===== src/rtl/int_sequencer_pkg.sv =====
// Shared types and constants for the interrupt entry/exit sequencer.
package int_sequencer_pkg;

  localparam int DATA_W           = 8;
  localparam int CCR_Z            = 0;
  localparam int CCR_N            = 1;
  localparam int CCR_C            = 2;
  localparam int CCR_V            = 3;
  localparam int FLAG_W           = CCR_V + 1;
  localparam int DRAIN_CYCLES_DEF = 3;
  localparam logic [DATA_W-1:0] VEC_ADDR = 8'h01;

  typedef enum logic [2:0] {
    IDLE     = 3'd0,
    DRAIN    = 3'd1,
    PUSH     = 3'd2,
    VEC      = 3'd3,
    REDIRECT = 3'd4,
    IN_ISR   = 3'd5
  } state_t;

endpackage


===== src/rtl/int_sequencer_if.sv =====
// Signal bundle between the interrupt sequencer and the core (fetch, hazard unit, memory arbiter).
interface int_sequencer_if;
  import int_sequencer_pkg::*;

  logic              int_in;
  logic              flush_busy;
  logic [DATA_W-1:0] pc_next;
  logic [DATA_W-1:0] sp_in;
  logic [FLAG_W-1:0] ccr_in;
  logic              rti_retire;
  logic              mem_gnt;
  logic [DATA_W-1:0] mem_rdata;
  logic              fetch_hold;
  logic              mem_req;
  logic              mem_we;
  logic [DATA_W-1:0] mem_addr;
  logic [DATA_W-1:0] mem_wdata;
  logic              sp_dec;
  logic              pc_load;
  logic [DATA_W-1:0] pc_val;
  logic              ccr_restore;
  logic [FLAG_W-1:0] ccr_saved;
  logic              in_isr;

  modport master (
    input  int_in, flush_busy, pc_next, sp_in, ccr_in, rti_retire, mem_gnt, mem_rdata,
    output fetch_hold, mem_req, mem_we, mem_addr, mem_wdata, sp_dec, pc_load, pc_val,
           ccr_restore, ccr_saved, in_isr
  );

  modport slave (
    output int_in, flush_busy, pc_next, sp_in, ccr_in, rti_retire, mem_gnt, mem_rdata,
    input  fetch_hold, mem_req, mem_we, mem_addr, mem_wdata, sp_dec, pc_load, pc_val,
           ccr_restore, ccr_saved, in_isr
  );

endinterface


===== src/rtl/int_sequencer_edge_latch.sv =====
// Rising-edge detector on the interrupt pin with a one-deep pending flag.
module int_edge_latch (
  input  logic clk,
  input  logic rst,
  input  logic i_int_in,
  input  logic i_clr,
  output logic o_pending
);

  logic r_int_q;
  logic r_pending;
  logic w_rise;

  assign w_rise = i_int_in & ~r_int_q;

  // A rise in the clearing cycle wins so that request is not lost.
  always_ff @(posedge clk) begin
    if (rst) begin
      r_int_q   <= 1'b0;
      r_pending <= 1'b0;
    end else begin
      r_int_q <= i_int_in;
      if (w_rise)
        r_pending <= 1'b1;
      else if (i_clr)
        r_pending <= 1'b0;
    end
  end

  assign o_pending = r_pending;

endmodule


===== src/rtl/int_sequencer.sv =====
// Interrupt entry/exit controller: drain, push return PC, fetch vector, redirect, restore flags on RTI.
module int_sequencer
  import int_sequencer_pkg::*;
#(
  parameter int DRAIN_CYCLES = DRAIN_CYCLES_DEF
) (
  input  logic            clk,
  input  logic            rst,
  int_sequencer_if.master io_seq
);

  state_t            r_state;
  logic [7:0]        r_cnt;
  logic [DATA_W-1:0] r_ret_pc;
  logic [DATA_W-1:0] r_vector;
  logic [FLAG_W-1:0] r_ccr_saved;
  logic              r_hold;
  logic              r_mem_req;
  logic              r_mem_we;
  logic              r_pc_load;
  logic              r_in_isr;

  logic              w_pending;
  logic              w_accept;
  logic              w_clr;
  logic [DATA_W-1:0] w_mem_addr;
  logic [DATA_W-1:0] w_mem_wdata;

  int_edge_latch u_edge (
    .clk       (clk),
    .rst       (rst),
    .i_int_in  (io_seq.int_in),
    .i_clr     (w_clr),
    .o_pending (w_pending)
  );

  assign w_accept = (r_state == IDLE) & w_pending & ~io_seq.flush_busy;
  assign w_clr    = (r_state == REDIRECT);

  // Registered outputs are set on the transition into the state that owns them.
  always_ff @(posedge clk) begin
    if (rst) begin
      r_state     <= IDLE;
      r_cnt       <= '0;
      r_ret_pc    <= '0;
      r_vector    <= '0;
      r_ccr_saved <= '0;
      r_hold      <= 1'b0;
      r_mem_req   <= 1'b0;
      r_mem_we    <= 1'b0;
      r_pc_load   <= 1'b0;
      r_in_isr    <= 1'b0;
    end else begin
      r_pc_load <= 1'b0;
      case (r_state)
        IDLE: if (w_accept) begin
          r_ret_pc <= io_seq.pc_next;
          r_cnt    <= 8'(DRAIN_CYCLES - 1);
          r_hold   <= 1'b1;
          r_state  <= DRAIN;
        end
        DRAIN: if (r_cnt == 8'd0) begin
          r_mem_req <= 1'b1;
          r_mem_we  <= 1'b1;
          r_state   <= PUSH;
        end else begin
          r_cnt <= r_cnt - 8'd1;
        end
        PUSH: if (io_seq.mem_gnt) begin
          r_ccr_saved <= io_seq.ccr_in;
          r_mem_we    <= 1'b0;
          r_state     <= VEC;
        end
        VEC: if (io_seq.mem_gnt) begin
          r_vector  <= io_seq.mem_rdata;
          r_mem_req <= 1'b0;
          r_pc_load <= 1'b1;
          r_state   <= REDIRECT;
        end
        REDIRECT: begin
          r_hold   <= 1'b0;
          r_in_isr <= 1'b1;
          r_state  <= IN_ISR;
        end
        IN_ISR: if (io_seq.rti_retire) begin
          r_in_isr <= 1'b0;
          r_state  <= IDLE;
        end
        default: r_state <= IDLE;
      endcase
    end
  end

  // The push address follows the live SP so the controller never keeps its own copy.
  always_comb begin
    w_mem_addr  = '0;
    w_mem_wdata = '0;
    if (r_state == PUSH) begin
      w_mem_addr  = io_seq.sp_in;
      w_mem_wdata = r_ret_pc;
    end else if (r_state == VEC) begin
      w_mem_addr = VEC_ADDR;
    end
  end

  assign io_seq.fetch_hold  = w_accept | r_hold;
  assign io_seq.mem_req     = r_mem_req;
  assign io_seq.mem_we      = r_mem_we;
  assign io_seq.mem_addr    = w_mem_addr;
  assign io_seq.mem_wdata   = w_mem_wdata;
  assign io_seq.sp_dec      = (r_state == PUSH) & io_seq.mem_gnt;
  assign io_seq.pc_load     = r_pc_load;
  assign io_seq.pc_val      = r_vector;
  assign io_seq.ccr_restore = (r_state == IN_ISR) & io_seq.rti_retire;
  assign io_seq.ccr_saved   = r_ccr_saved;
  assign io_seq.in_isr      = r_in_isr;

endmodule


===== src/flat_wrapper.sv =====
// flat-port wrapper written by rule: the top's interface ports become plain ports
module int_sequencer_flat import int_sequencer_pkg::*;
#(
  parameter int DRAIN_CYCLES = DRAIN_CYCLES_DEF
)
  (clk, rst, io_seq_int_in, io_seq_flush_busy, io_seq_pc_next, io_seq_sp_in, io_seq_ccr_in, io_seq_rti_retire, io_seq_mem_gnt, io_seq_mem_rdata, io_seq_fetch_hold, io_seq_mem_req, io_seq_mem_we, io_seq_mem_addr, io_seq_mem_wdata, io_seq_sp_dec, io_seq_pc_load, io_seq_pc_val, io_seq_ccr_restore, io_seq_ccr_saved, io_seq_in_isr);
  int_sequencer_if io_seq_i ();
  input  logic clk;
  input  logic rst;
  input wire logic [$bits(io_seq_i.int_in)-1:0] io_seq_int_in;
  input wire logic [$bits(io_seq_i.flush_busy)-1:0] io_seq_flush_busy;
  input wire logic [$bits(io_seq_i.pc_next)-1:0] io_seq_pc_next;
  input wire logic [$bits(io_seq_i.sp_in)-1:0] io_seq_sp_in;
  input wire logic [$bits(io_seq_i.ccr_in)-1:0] io_seq_ccr_in;
  input wire logic [$bits(io_seq_i.rti_retire)-1:0] io_seq_rti_retire;
  input wire logic [$bits(io_seq_i.mem_gnt)-1:0] io_seq_mem_gnt;
  input wire logic [$bits(io_seq_i.mem_rdata)-1:0] io_seq_mem_rdata;
  output wire logic [$bits(io_seq_i.fetch_hold)-1:0] io_seq_fetch_hold;
  output wire logic [$bits(io_seq_i.mem_req)-1:0] io_seq_mem_req;
  output wire logic [$bits(io_seq_i.mem_we)-1:0] io_seq_mem_we;
  output wire logic [$bits(io_seq_i.mem_addr)-1:0] io_seq_mem_addr;
  output wire logic [$bits(io_seq_i.mem_wdata)-1:0] io_seq_mem_wdata;
  output wire logic [$bits(io_seq_i.sp_dec)-1:0] io_seq_sp_dec;
  output wire logic [$bits(io_seq_i.pc_load)-1:0] io_seq_pc_load;
  output wire logic [$bits(io_seq_i.pc_val)-1:0] io_seq_pc_val;
  output wire logic [$bits(io_seq_i.ccr_restore)-1:0] io_seq_ccr_restore;
  output wire logic [$bits(io_seq_i.ccr_saved)-1:0] io_seq_ccr_saved;
  output wire logic [$bits(io_seq_i.in_isr)-1:0] io_seq_in_isr;
  assign io_seq_i.int_in = io_seq_int_in;
  assign io_seq_i.flush_busy = io_seq_flush_busy;
  assign io_seq_i.pc_next = io_seq_pc_next;
  assign io_seq_i.sp_in = io_seq_sp_in;
  assign io_seq_i.ccr_in = io_seq_ccr_in;
  assign io_seq_i.rti_retire = io_seq_rti_retire;
  assign io_seq_i.mem_gnt = io_seq_mem_gnt;
  assign io_seq_i.mem_rdata = io_seq_mem_rdata;
  assign io_seq_fetch_hold = io_seq_i.fetch_hold;
  assign io_seq_mem_req = io_seq_i.mem_req;
  assign io_seq_mem_we = io_seq_i.mem_we;
  assign io_seq_mem_addr = io_seq_i.mem_addr;
  assign io_seq_mem_wdata = io_seq_i.mem_wdata;
  assign io_seq_sp_dec = io_seq_i.sp_dec;
  assign io_seq_pc_load = io_seq_i.pc_load;
  assign io_seq_pc_val = io_seq_i.pc_val;
  assign io_seq_ccr_restore = io_seq_i.ccr_restore;
  assign io_seq_ccr_saved = io_seq_i.ccr_saved;
  assign io_seq_in_isr = io_seq_i.in_isr;
  int_sequencer #(.DRAIN_CYCLES(DRAIN_CYCLES)) u_core (.clk(clk), .rst(rst), .io_seq(io_seq_i));
endmodule

===== config.mk =====
export PLATFORM = sky130hd
export DESIGN_NAME = int_sequencer_flat
export DESIGN_NICKNAME = d
export VERILOG_FILES = /design/src/rtl/int_sequencer_pkg.sv /design/src/rtl/int_sequencer_if.sv /design/src/rtl/int_sequencer_edge_latch.sv /design/src/rtl/int_sequencer.sv /design/src/flat_wrapper.sv
export SDC_FILE = /design/constraint.sdc
export NUM_CORES = 1
export LEC_CHECK = 0
export CORE_UTILIZATION = 40
export CTS_BUF_LIST = sky130_fd_sc_hd__clkbuf_8
export DETAILED_ROUTE_END_ITERATION = 8
export PLACE_DENSITY = 0.78
export SETUP_SLACK_MARGIN = 0.15
export SLEW_MARGIN = 0
export SYNTH_ARGS = -nofsm -noshare
export SYNTH_HDL_FRONTEND = slang
export SYNTH_SLANG_ARGS = --single-unit

===== constraint.sdc =====
create_clock -name clk -period 2.6 [get_ports clk]
set_input_delay 0.39 -clock clk [delete_from_list [all_inputs] [get_ports clk]]
set_output_delay 0.39 -clock clk [all_outputs]
set_load 0.02 [all_outputs]

==> impl_metrics.tcl, run 1 <==
set metrics [dict create \
    die_height_um 67.3 \
    clock-root-buffer "clkbuf_8" \
    critPathLaunchType "register" \
    ys_warn_count 0 \
    slew_headroom 0.571 \
    cts_sinks 38 \
    h-tree-depth 2 \
    finClkSkew_ps 6.63 \
    ios 69 \
    reg2reg_slack_ps 540 \
    setup.worst_path.start "u_core.r_state[0]" \
    synth_common_cells "38 x dfxtp_1, 27 x nand2_1, 25 x a21oi_1" \
    ir_worst_vdd_mv 0.376 \
    syn_avg_cell_area_um2 8.36 \
    vias 1669 \
    yosys_register_bits 38 \
    io_buffers 68 \
    antenna_found_initial 0 \
    outcome "finished, final reports clean" \
    rsz0062_at_grt "yes" \
    drive_above_1_share 0.0873 \
    drtIter0Drc 82 \
    tns_ps 0 \
    syn_inst 204 \
    initial_core_util 0.420 \
    detailed_place_hpwl_um 2870 \
    ant_nets 0 \
    syn-num-nets 240 \
    synth_edf_count 0 \
    dieArea_mm2 0.00453 \
    first_global_vias 1498 \
    post_drt_via_cell_ratio 5.14 \
    synth_top_area_frac 0.446 \
    clk-insertion-delay-late_ps 290 \
    synthFlopType "dfxtp_1" \
    ys_seq_area_frac 0.446 \
    wl_per_cell_um 12.1 \
    rows 23 \
    worstPathRequired_ps 2210 \
    final_max_slew_viol_count 0 \
    path_class "register to output port" \
    path_max_fanout 20 \
    area_growth_pct 49.3 \
    hold_viol_final 0 \
    post_cts_buffers 0 \
    hold_ws_ps 453 \
    diodes 0 \
    wl_um 3940 \
    critPathSlowestCell "clkdlybuf4s50_1" \
    r2r-start "u_core.r_cnt[2]" \
    synth.distinct_cells 36 \
    ctsHoldBuffers 0 \
    drc 0 \
    cap_viol_max_count 0 \
    cp-endpoint "io_seq_sp_dec" \
    tightest_slew_ps 637 \
    cts_tree "yes" \
    syn_area_mm2 0.00171 \
    cp_data_arrival_time_ps 1930 \
    finalCritPeriodShare 0.891 \
    layout.nets 310 \
    p_leak_uw 0.000939 \
    end_kind "output port" \
    setup_violations 0 \
    powerDensity_mw_per_mm2 801 \
    max_freq_mhz 431 \
    grt_use_total 0.187 \
    critPathMaxStageDelay_ps 590 \
    gp_congestion 0.767 \
    die_width_um 67.3 \
    yosysTopAreaCell "dfxtp_1" \
    fin_crit_ps 2320 \
    post_cts_resized 0 \
    clockBufferDepth 2 \
    first_pass_iters 4 \
    synth_area_leaders "dfxtp_1 45%, a21oi_1 7.3%, nand2_1 5.9%, and2_1 5.9%, mux2i_1 4.7%" \
    grt_max_degree 21 \
    worstPathCellList "nor3b_2, buf_6, nand2_1, inv_1, clkdlybuf4s50_1" \
    hold_class "register to register" \
    r2r_cells 4 \
    core-area_mm2 0.00406 \
    cts_made_buffers 5 \
    overflow 0 \
    r2r-end "u_core.r_cnt[7]" \
    grt_pass1_wl_um 6400 \
    async_flop_share 0 \
    clk_pin_slew_ps 70 \
    synth.most_common_cell "dfxtp_1" \
]
## sequential cells by signal, indices dropped and copies added, names as in the netlist
name                     flops
u_core.io_seq.mem_we         1
u_core.io_seq.pc_load        1
u_core.io_seq.mem_req        1
u_core.u_edge.r_int_q        1
u_core.io_seq.pc_val         8
u_core.r_cnt                 8
u_core.r_state               3
u_core.r_ret_pc              8
u_core.io_seq.ccr_saved      4
u_core.r_hold                1
u_core.u_edge.o_pending      1
u_core.io_seq.in_isr         1
## worst min path at each step
stage	start	slack [ps]	cells past startpoint	endpoint
after floorplan	u_core.r_cnt[5]	450	2	u_core.r_cnt[5]
after global placement	u_core.io_seq.pc_val[6]	440	2	u_core.io_seq.pc_val[6]
after detailed placement	u_core.io_seq.mem_req	440	2	u_core.io_seq.mem_req
after CTS	u_core.io_seq.mem_we	460	2	u_core.io_seq.mem_we
after global routing	u_core.io_seq.pc_val[5]	480	2	u_core.io_seq.pc_val[5]
final	u_core.io_seq.mem_we	450	2	u_core.io_seq.mem_we
## layer usage
| metal | track usage | wire, um | vias to the layer above |
|---|---|---|---|
| met1 | 0.240 | 1860 | 770 |
| met2 | 0.299 | 1830 | 48 |
| met4 | 0.0665 | 43 | 0 |
| met5 | 0 | 0 | - |
| met3 | 0.0524 | 213 | 5 |
| li1 | - | - | 846 |
## cell families (layout without fill, tap and decap cells)
group	Yosys count	after routing	share of synthesized area
AO/OA/AOI/OAI	42	42	0.147
adder cells (fa/ha/maj)	2	2	0.0147
buffers and inverters	18	89	0.0477
flip-flops	38	38	0.446
multiplexers	8	8	0.0470
AND/OR/NAND/NOR	96	96	0.298
## power breakdown
| part | internal, uW | switching, uW | total (uW) | leakage (uW) |
|---|---|---|---|---|
| combinational | 405 | 450 | 856 | 0.000578 |
| clock | 210 | 191 | 401 | 0.0000524 |
| sequential | 688 | 95.9 | 784 | 0.000309 |
| total | 1300 | 738 | 2040 | 0.000939 |
## cell type report
| class | count | area, um^2 |
|---|---|---|
| Sequential cell | 38 | 762 |
| Tap cell | 50 | 62.6 |
| Timing Repair Buffer | 75 | 739 |
| Clock buffer | 6 | 82.6 |
| Clock inverter | 2 | 8.76 |
| Fill cell | 351 | 1510 |
| Inverter | 6 | 22.5 |
| Multi-Input combinational cell | 148 | 868 |
## critical path: cells and delay by family (launching register included)
family	cells	cell delay, ps
flops	1	390
buf+inv	3	860
simple gates	2	390
## metrics by stage
stage	area [um^2]	setup WS, ps	instances	utilization	power, uW
floorplan	1710	656	204	-	1370
global placement	2450	215	317	0.603	1620
detailed placement	2450	204	317	0.603	1640
CTS	2540	179	325	0.626	2040
global route	2550	141	325	0.628	2200
finish	2550	282	325	0.628	2040
## layout by cell type, fill, tap and decap left out, types with 2 or more instances in the layout
| master | n |
|---|---|
| a21oi_1 | 25 |
| and2_1 | 16 |
| buf_4 | 6 |
| clkbuf_8 | 6 |
| clkdlybuf4s50_1 | 67 |
| dfxtp_1 | 37 |
| ha_1 | 2 |
| inv_1 | 7 |
| mux2i_1 | 8 |
| nand2_1 | 27 |
| nand2b_1 | 4 |
| nand3_1 | 7 |
| nor2_1 | 16 |
| nor2b_1 | 3 |
| nor3_1 | 2 |
| o21ai_0 | 4 |
| o31ai_1 | 5 |
| o41ai_1 | 2 |
| or2_2 | 2 |
| or3_2 | 2 |
| or4_1 | 7 |
| or4_2 | 2 |
No activity file was read; power rests on OpenSTA's default activity.
==> run 2: changes to the inputs <==
--- a/config.mk
+++ b/config.mk
@@ -5,10 +5,10 @@
 export SDC_FILE = /design/constraint.sdc
 export NUM_CORES = 1
 export LEC_CHECK = 0
-export CORE_UTILIZATION = 40
+export CORE_UTILIZATION = 31
 export CTS_BUF_LIST = sky130_fd_sc_hd__clkbuf_8
 export DETAILED_ROUTE_END_ITERATION = 8
-export PLACE_DENSITY = 0.78
+export PLACE_DENSITY = 0.65
 export SETUP_SLACK_MARGIN = 0.15
 export SLEW_MARGIN = 0
 export SYNTH_ARGS = -nofsm -noshare
==> impl_metrics.tcl, run 2 (same netlist as run 1, synthesis figures left out) <==
set metrics [dict create \
    grt_max_degree 21 \
    ant_nets 0 \
    dieArea_mm2 0.00580 \
    overflow 0 \
    r2r_cells 4 \
    post_drt_via_cell_ratio 4.69 \
    p_leak_uw 0.000946 \
    drc 0 \
    die_width_um 76.2 \
    cts_sinks 38 \
    io_buffers 68 \
    rsz0062_at_grt "yes" \
    ios 69 \
    p_int_uw 1410 \
    area_growth_pct 52.2 \
    ir_worst_vdd_mv 0.272 \
    finClkSkew_ps 4.43 \
    wl_um 4140 \
    gp_congestion 0.770 \
    cts_made_buffers 5 \
    detailed_place_hpwl_um 2970 \
    cap_viol_max_count 0 \
    post_cts_buffers 0 \
    antenna_found_initial 0 \
    wl_per_cell_um 12.0 \
    final_common_cell "clkdlybuf4s50_1" \
    tightest_slew_ps 664 \
    clk_pin_slew_ps 70 \
    clk-insertion-delay-late_ps 290 \
    outcome "finished, final reports clean" \
    core-area_mm2 0.00520 \
    power_uw 2140 \
    layout.nets 310 \
    diodes 0 \
    reg2reg_slack_ps 560 \
    die_height_um 76.2 \
    powerDensity_mw_per_mm2 826 \
    vias 1614 \
    swShare 0.345 \
    hold_class "register to register" \
    clock-root-buffer "clkbuf_8" \
    seq_area_um2 763 \
    n_fill_cell 530 \
    initial_core_util 0.328 \
    p_seq_frac 0.369 \
    fin_crit_ps 2320 \
    grt_use_total 0.156 \
    end_kind "output port" \
    setup_violations 0 \
    drtIter0Drc 66 \
    slew_headroom 0.553 \
    first_global_vias 1556 \
    first_pass_iters 4 \
    rows 26 \
    combPwrFrac 0.396 \
    max_freq_mhz 431 \
    final_cell_mix "67 x clkdlybuf4s50_1, 36 x dfxtp_1, 27 x nand2_1, 25 x a21oi_1, 16 x and2_1" \
    p_sw_uw 739 \
    cts_tree "yes" \
    clockBufferDepth 2 \
    path_max_fanout 20 \
    drive_above_1_share 0.0949 \
    final_max_slew_viol_count 0 \
    p_clk_frac 0.236 \
    cp_data_arrival_time_ps 1930 \
    holdPathStages 2 \
    finalCritPeriodShare 0.893 \
    tns_ps 0 \
    worstPathRequired_ps 2210 \
    h-tree-depth 2 \
    hold_viol_final 0 \
    multi_input_area_um2 871 \
    grt_pass1_wl_um 7220 \
    hold_ws_ps 452 \
    critPathLaunchType "register" \
    path_class "register to output port" \
]
run 2: cell count changes in the layout (fill, tap and decap cells not counted), sizes merged:
cell / previous run / this run
bufinv: 0 / 1
clkinv: 1 / 0
inv: 7 / 6
run 2: worst paths after layout:
kind / from / to
worst max register to register: u_core.r_cnt[2] / u_core.r_cnt[7]
worst max-delay path: u_core.r_state[1] / io_seq_sp_dec
worst min register to register: u_core.io_seq.ccr_saved[2] / u_core.io_seq.ccr_saved[2]
worst min-delay path: u_core.io_seq.ccr_saved[2] / u_core.io_seq.ccr_saved[2]
run 2: layer usage:
| layer | vias up | track usage | share of wire |
|---|---|---|---|
| met5 | - | 0 | 0 |
| li1 | 842 | - | - |
| met3 | 9 | 0.0599 | 0.085 |
| met2 | 61 | 0.242 | 0.42 |
| met4 | 0 | 0.0750 | 0.022 |
| met1 | 702 | 0.189 | 0.47 |
run 2: what timing repair did:
item	CTS	global route
resized for setup	0	5
setup endpoints to repair	0	4
hold buffers	0	0
run 2: power groups by stage:
stage	registers [uW]	logic [uW]	clock network [uW]
finish	790	849	506
global route	814	949	550
CTS	786	844	520
detailed placement	797	840	0
global placement	795	834	0
floorplan	782	591	0
run 2: critical path, cell delays in order, from the launching register on:
cell             delay, ps
dfxtp_2                410
nor3b_2                210
buf_6                  190
nand2_1                160
inv_1                   80
clkdlybuf4s50_1        590
run 2: through the flow:
step / worst slack [ps] / cell area [um^2] / util / instances
final: 277 / 2600 / 0.499 / 344
after detailed placement: 197 / 2470 / 0.475 / 337
after global placement: 203 / 2470 / 0.475 / 337
after CTS: 151 / 2580 / 0.497 / 344
after floorplan: 656 / 1710 / - / 204
after global routing: 131 / 2600 / 0.499 / 344
run 2: final cells by class:
type                       instances  share of cell area
multi-input combinational        148               0.335
sequential                        38               0.294
timing repair buffer              75               0.285
tap                               70              0.0337
clock buffer                       6              0.0318
clock inverter                     1              0.0116
inverter                           6             0.00867
==> run 3: changes to the inputs <==
--- a/config.mk
+++ b/config.mk
@@ -6,11 +6,11 @@
 export NUM_CORES = 1
 export LEC_CHECK = 0
 export CORE_UTILIZATION = 31
-export CTS_BUF_LIST = sky130_fd_sc_hd__clkbuf_8
+export CTS_BUF_LIST = sky130_fd_sc_hd__clkbuf_16
 export DETAILED_ROUTE_END_ITERATION = 8
 export PLACE_DENSITY = 0.65
 export SETUP_SLACK_MARGIN = 0.15
-export SLEW_MARGIN = 0
+export SLEW_MARGIN = 20
 export SYNTH_ARGS = -nofsm -noshare
 export SYNTH_HDL_FRONTEND = slang
 export SYNTH_SLANG_ARGS = --single-unit
==> constraint.sdc (replaced) <==
create_clock -name clk -period 2.6 [get_ports clk]
set_input_delay 0.26 -clock clk [delete_from_list [all_inputs] [get_ports clk]]
set_output_delay 0.26 -clock clk [all_outputs]
set_load 0.02 [all_outputs]
==> impl_metrics.tcl, run 3 (same netlist as run 1, synthesis figures left out) <==
set metrics [dict create \
    clk-insertion-delay-late_ps 280 \
    ant_nets 0 \
    worstPathRequired_ps 2340 \
    initial_core_util 0.328 \
    post_cts_buffers 0 \
    die_width_um 76.2 \
    critPathLaunchType "register" \
    cap_viol_max_count 0 \
    outcome "finished, final reports clean" \
    rsz0062_at_grt "no" \
    p_leak_uw 0.000933 \
    clockBufferDepth 2 \
    fin_crit_ps 2250 \
    dp_slack_ps 456 \
    reg2reg_slack_ps 580 \
    final_cell_mix "68 x clkdlybuf4s50_1, 38 x dfxtp_1, 27 x nand2_1, 25 x a21oi_1" \
    setup_violations 0 \
    power_uw 2190 \
    end_kind "output port" \
    cts_sinks 38 \
    final_area_mm2 0.00261 \
    first_pass_iters 4 \
    die_height_um 76.2 \
    final_max_slew_viol_count 0 \
    wl_per_cell_um 11.5 \
    cts_made_buffers 5 \
    layout.nets 309 \
    tightest_slew_ps 700 \
    h-tree-depth 2 \
    slew_headroom 0.528 \
    first_global_vias 1564 \
    clk_pin_slew_ps 60 \
    diodes 0 \
    worstPathCellList "nor3b_2, buf_4, nand2_1, inv_1, clkdlybuf4s50_1" \
    grt_max_degree 25 \
    postPlaceCellArea_mm2 0.00246 \
    drtIter0Drc 65 \
    hold_viol_final 0 \
    post_cts_resized 0 \
    area_growth_pct 52.8 \
    critPathSlowestCell "clkdlybuf4s50_1" \
    detailed_place_hpwl_um 2770 \
    post_drt_via_cell_ratio 4.70 \
    tns_ps 0 \
    vias 1616 \
    grt_pass1_wl_um 7080 \
    overflow 0 \
    path_class "register to output port" \
    drive_above_1_share 0.0803 \
    clock-root-buffer "clkbuf_16" \
    rows 26 \
    max_freq_mhz 444 \
    ctsHoldBuffers 0 \
    cts_tree "yes" \
    fin_ws_ps 347 \
    drc 0 \
    finClkSkew_ps 5.13 \
    antenna_found_initial 0 \
    gp_congestion 0.735 \
    finalCritPeriodShare 0.866 \
    powerDensity_mw_per_mm2 838 \
    wl_um 3950 \
    path_max_fanout 20 \
    n_fill_cell 522 \
    dieArea_mm2 0.00580 \
    final_common_cell "clkdlybuf4s50_1" \
    ir_worst_vdd_mv 0.378 \
    hold_class "register to register" \
    ios 69 \
    cp_data_arrival_time_ps 1990 \
    critPathMaxStageDelay_ps 590 \
    core-area_mm2 0.00520 \
    hold_ws_ps 453 \
    grt_use_total 0.152 \
    io_buffers 68 \
]
==> run 3: critical path: cells and delay by family, from the launching register on <==
| family | cells | cell delay (ps) |
|---|---|---|
| simple gates | 2 | 360 |
| buf+inv | 3 | 900 |
| flops | 1 | 440 |
==> run 3: final timing paths <==
| kind | endpoint | depth (start not counted) | from |
|---|---|---|---|
| setup / recovery | io_seq_sp_dec | 5 | u_core.r_state[1] |
| hold reg to reg | u_core.io_seq.pc_val[1] | 2 | u_core.io_seq.pc_val[1] |
| setup reg to reg | u_core.r_cnt[7] | 4 | u_core.r_cnt[2] |
| hold / removal | u_core.io_seq.pc_val[1] | 2 | u_core.io_seq.pc_val[1] |
==> run 3: cell type report <==
class / instances / area [um^2] / area share
sequential: 38 / 761 / 0.292
clock buffer: 5 / 125 / 0.0480
tap: 70 / 87.6 / 0.0336
timing repair buffer: 74 / 726 / 0.278
clock inverter: 3 / 16.3 / 0.00624
inverter: 6 / 22.5 / 0.00864
multi-input combinational: 148 / 868 / 0.333
==> run 3: metal layers <==
metal,up-vias,part of all wire,track usage
met2,53,0.41,0.228
met4,0,0.020,0.0692
li1,851,-,-
met3,5,0.089,0.0635
met1,707,0.48,0.189
met5,-,0,0
==> run 3: report_power, final <==
group          total, uW  internal (uW)  switching (uW)  leakage (uW)
clock                574            349             225     0.0000672
sequential           779            687            91.6      0.000309
combinational        832            402             430      0.000557
total               2190           1440             747      0.000933
==> run 3: metrics by stage <==
stage / utilization / cells
finish: 0.501 / 344
global route: 0.501 / 344
CTS: 0.501 / 344
detailed placement: 0.474 / 336
global placement: 0.474 / 336
floorplan: - / 204
==> patch 1, RTL diff (config.mk and constraints of run 2) <==
Encoding of `state_t`: now one-hot (6 bits for 6 states).
--- a/src/rtl/int_sequencer_pkg.sv
+++ b/src/rtl/int_sequencer_pkg.sv
@@ -11,11 +11,11 @@
   localparam logic [DATA_W-1:0] VEC_ADDR = 8'h01;
 
-  typedef enum logic [2:0] {
-    IDLE     = 3'd0,
-    DRAIN    = 3'd1,
-    PUSH     = 3'd2,
-    VEC      = 3'd3,
-    REDIRECT = 3'd4,
-    IN_ISR   = 3'd5
+  typedef enum logic [5:0] {
+    IDLE     = 6'b000001,
+    DRAIN    = 6'b000010,
+    PUSH     = 6'b000100,
+    VEC      = 6'b001000,
+    REDIRECT = 6'b010000,
+    IN_ISR   = 6'b100000
   } state_t;
 
Check against the original RTL: same outputs for any inputs over 10 cycles, from zero or initial values and one cycle with rst high; not proved beyond that.
==> patch 1 against run 2 <==
  * Area after synthesis is 4.8% higher
  * Non-clock buffer count is 5 higher
  * Routed wire length is 13% higher
  * Sequential cell count is 3 higher
  * Synthesized cell count stayed put
  * Via count is 6.6% higher
  * Worst setup slack better by 15 ps
  * Die area is 4.6% higher
  * Clock skew is 3.1 ps higher
  * Final area is 4.9% higher
  * Critical path type unchanged
  * Critical endpoint is now io_seq_fetch_hold
Power is not compared: it rests on default switching activity, and its combinational part moved more than twofold at a synthesized area within 25%.
==> patch 1: results (changes against run 2) <==
Synth
  – Post-Synth Adder-Cell Area: 1.40% (-0.067 points)
  – Sequential area share after synthesis: 45.9% (+1.3 points)
  – Syn Area/Cell: 8.76 µm² (+4.8%)
  – XOR/XNOR Fraction of Synth Area: 0.490% (+0.49 points)
  – Cell variety after synth: 38 (+5.6%)
  – Synth Area in Compound Gates: 9.66% (-5.0 points)
  – Proportion of synthesized area in mux cells: 9.52% (+4.8 points)
  – Top cells by area, synth: dfxtp_1, mux2i_1, and3_1
  – Synth top cells by count: dfxtp_1, nor2_1, mux2i_1

Cells and area
  – Final #Nets: 316 (+1.9%)
  – Share of post-route cells with drive strength above 1: 10.3% (+0.83 points)
  – # diodes: 0 (unchanged)
  – Fillers: 561 (+5.8%)

GRT
  – Largest net degree at the start of global routing: 20 (-4.8%)
  – Vias in the first global route: 1,609 (+3.4%)
  – M3 GR Usage: 6.00% (+0.012 points)
  – GR Util met1: 21.1% (+2.2 points)
  – Global-route wire length before repair: 7620 µm (+5.5%)
  – GRT Util Overall: 16.0% (+0.37 points)
  – Grt met2 use: 22.7% (-1.4 points)

Drt
  – Via/cell ratio: 4.87 (+3.9%)
  – Wire length on met1: 2130 µm (+9.6%)
  – Initial DRC count: 99 (+50%)
  – Post-detailed-routing wire length: 4660 µm (+13%)
  – WL met2: 2120 µm (+21%)
  – Routed wl met3: 345 µm (-1.4%)
  – Vias after detailed routing: 1,720 (+6.6%)

CTS
  – Post-CTS Resized: 20 (+20)
  – Clock slew at reported path FFs: 80 ps
  – Clk root buf: clkbuf_8

STA
  – Slew @ Worst Pin: 695 ps (+30.6 ps)
  – Skew final: 7.58 ps (+3.15 ps)

Run status
  – Status: complete, no violations

Place
  – DP Cell Count: 342 (+1.5%)
  – HPWL Detailed: 3280 µm (+10%)
  – Placed inst area: 2590 µm² (+4.6%)
  – Placer Congestion: 0.803 (+4.4%)
  – Pre-CTS setup slack: 298 ps (+101 ps)

Critical path
  – Slowest cell on crit path: or4_4
  – Critical path peak fanout: 6 (-70%)

Power and ir drop
  – Leakage: 1.23 nW
-- patch 1: cell count changes after synthesis, moves of 4 or more --
cell            run 2  this run
nand2_1            27        10
and3_1              1        16
and2_1             16         1
o31ai_1             5         1
a21oi_1            25        14
or4_1               7         3
mux2i_1             8        17
nor2_1             16        26
-- patch 1: path summary, 6_finish.rpt --
check | start | endpoint | slack (ps) | depth (start not counted)
hold / removal | u_core.io_seq.mem_req | u_core.io_seq.mem_req | 440 | 2
hold reg to reg | u_core.io_seq.mem_req | u_core.io_seq.mem_req | 440 | 2
setup / recovery | u_core.r_state[1] | io_seq_fetch_hold | 290 | 4
setup reg to reg | u_core.r_state[5] | u_core.r_cnt[4] | 530 | 4
-- patch 1: cell type report --
class / instances / area (µm²) / area share [%]
Sequential cell: 41 / 822 / 30.2
Tap cell: 72 / 90.1 / 3.31
Multi-Input combinational cell: 144 / 925 / 34.0
Clock buffer: 6 / 82.6 / 3.03
Clock inverter: 2 / 13.8 / 0.506
Inverter: 8 / 30.0 / 1.10
Timing Repair Buffer: 80 / 759 / 27.9
-- patch 1: report_power, final --
| part | internal, W | switching, W | total, W |
|---|---|---|---|
| sequential | 0.000648 | 0.0000280 | 0.000676 |
| combinational | 0.000129 | 0.000108 | 0.000237 |
| clock | 0.000215 | 0.000224 | 0.000439 |
| total | 0.000992 | 0.000360 | 0.00135 |
-- patch 1: kinds of logic (layout without fill, tap and decap cells) --
group                    Yosys count  after routing
AO/OA/AOI/OAI                     29             29
XOR/XNOR                           1              1
adder cells (fa/ha/maj)            2              2
buffers and inverters             19             96
flip-flops                        41             41
multiplexers                      17             17
AND/OR/NAND/NOR                   95             95
-- patch 1: worst min-delay path, stage by stage, from the launching register on --
cell	delay [ps]
dfxtp_1	310
inv_1	40
a21oi_1	50
==> patch 2, RTL diff (settings of run 2) <==
Made on the original files. `CCR_V`: 3 -> 2.
--- a/src/rtl/int_sequencer_pkg.sv
+++ b/src/rtl/int_sequencer_pkg.sv
@@ -6,5 +6,5 @@
   localparam int CCR_N            = 1;
   localparam int CCR_C            = 2;
-  localparam int CCR_V            = 3;
+  localparam int CCR_V            = 2;
   localparam int FLAG_W           = CCR_V + 1;
   localparam int DRAIN_CYCLES_DEF = 3;
Ports: changed (resized io_seq_ccr_in and io_seq_ccr_saved); port bits go from 69 to 67. No check against the original RTL was run, so the function may have changed too.
==> patch 2 against run 2 <==
  * Highest routed layer unchanged
  * Area after synthesis down 0.81%
  * Worst setup slack worse by 20 ps
  * Combinational power down 38%
  * Power down 19%
  * Non-clock buffer count down 2
  * Routed wire length down 3.4%
  * Final area down 0.92%
  * Sequential cell count down 1
  * Clock power up 3%
==> patch 2: results (changes against run 2) <==
Cells and area
  – Clock network area share: 4.67% (+0.33 points)
  – Final #Nets: 308 (-0.65%)
  – Seq. cell area: 742 µm² (-2.8%)
  – Layout non-clock buf frac: 27.7% (-0.76 points)
  – Inverters: 8 (+2)
  – Fillers: 493 (-7.0%)
  – Seq_cells: 37 (-2.6%)
  – Finished Core Util: 49.7% (-0.15 points)
  – Buffers, non-clock: 73 (-2.7%)

Place
  – HPWL Detailed: 2900 µm (-2.4%)
  – DP Cell Count: 334 (-0.89%)
  – Pre-CTS setup slack: 324 ps (+128 ps)
  – Placed inst area: 2430 µm² (-1.8%)
  – Placer Congestion: 0.735 (-4.5%)

GRT
  – Largest net degree at the start of global routing: 25 (+19%)
  – Vias in the first global route: 1,334 (-14%)
  – GRT Util Overall: 14.3% (-1.3 points)
  – Global-route wire length before repair: 6270 µm (-13%)
  – GR Util met1: 20.0% (+1.1 points)
  – M3 GR Usage: 3.84% (-2.2 points)

CTS
  – Setup bufs post-CTS: 2 (+2)
  – Post-CTS Resized: 1 (+1)

Drt
  – Wire length on met1: 1980 µm (+1.6%)
  – WL met2: 1800 µm (+2.7%)
  – Post-detailed-routing wire length: 4000 µm (-3.4%)
  – Via/cell ratio: 4.57 (-2.5%)
  – Initial DRC count: 45 (-32%)
  – WL per Instance: 11.6 µm (-3.4%)

Power and ir drop
  – Clk power: 0.000519 W (+3%)
  – Psw: 0.000520 W (-30%)
  – Leakage: 0.939 nW (-0.66%)
  – Clock power share: 30.0% (+6.4 points)

Critical path
  – Crit path DAT: 1950 ps (+20 ps)
  – R2r startpoint: u_core.r_state[0]
  – Critical path peak fanout: 10 (-50%)

Synth
  – Cell variety after synth: 35 (-2.8%)
  – Syn_nets: 239 (-0.42%)
  – Top cells by area, synth: dfxtp_1, a21oi_1, nand2_1

Hold path
  – Hold wc startpoint: u_core.io_seq.mem_we

STA
  – Slew headroom: 59.9% (+4.6 points)
  – Skew final: 3.80 ps (-0.629 ps)
  – Hold slack: 453 ps (+0.561 ps)

Run status
  – Status: complete, no violations
patch 2: kinds of logic after synthesis:
kind of cell / after synthesis / synth area share (%)
and+or+nand+nor: 95 / 29.5
buffers and inverters: 19 / 5.03
AOI/OAI and AO/OA: 41 / 14.3
DFF: 37 / 43.8
muxes: 9 / 5.33
adders and majority gates: 2 / 1.48
xor gates and xnor gates: 1 / 0.518
patch 2: worst max-delay path, delay by kind of cell (launching register included):
kind	cells	cell delay (ps)
and+or+nand+nor	3	580
buffers and inverters	2	660
DFF	1	410
patch 2: worst max-delay path by stage:
stage | startpoint | endpoint | cells past startpoint
after CTS | u_core.r_state[2] | io_seq_fetch_hold | 5
after detailed placement | io_seq_flush_busy | io_seq_fetch_hold | 6
after floorplan | u_core.r_state[2] | io_seq_fetch_hold | 7
after global placement | io_seq_flush_busy | io_seq_fetch_hold | 6
final | u_core.r_state[2] | io_seq_fetch_hold | 5
after global routing | u_core.r_state[2] | io_seq_fetch_hold | 5
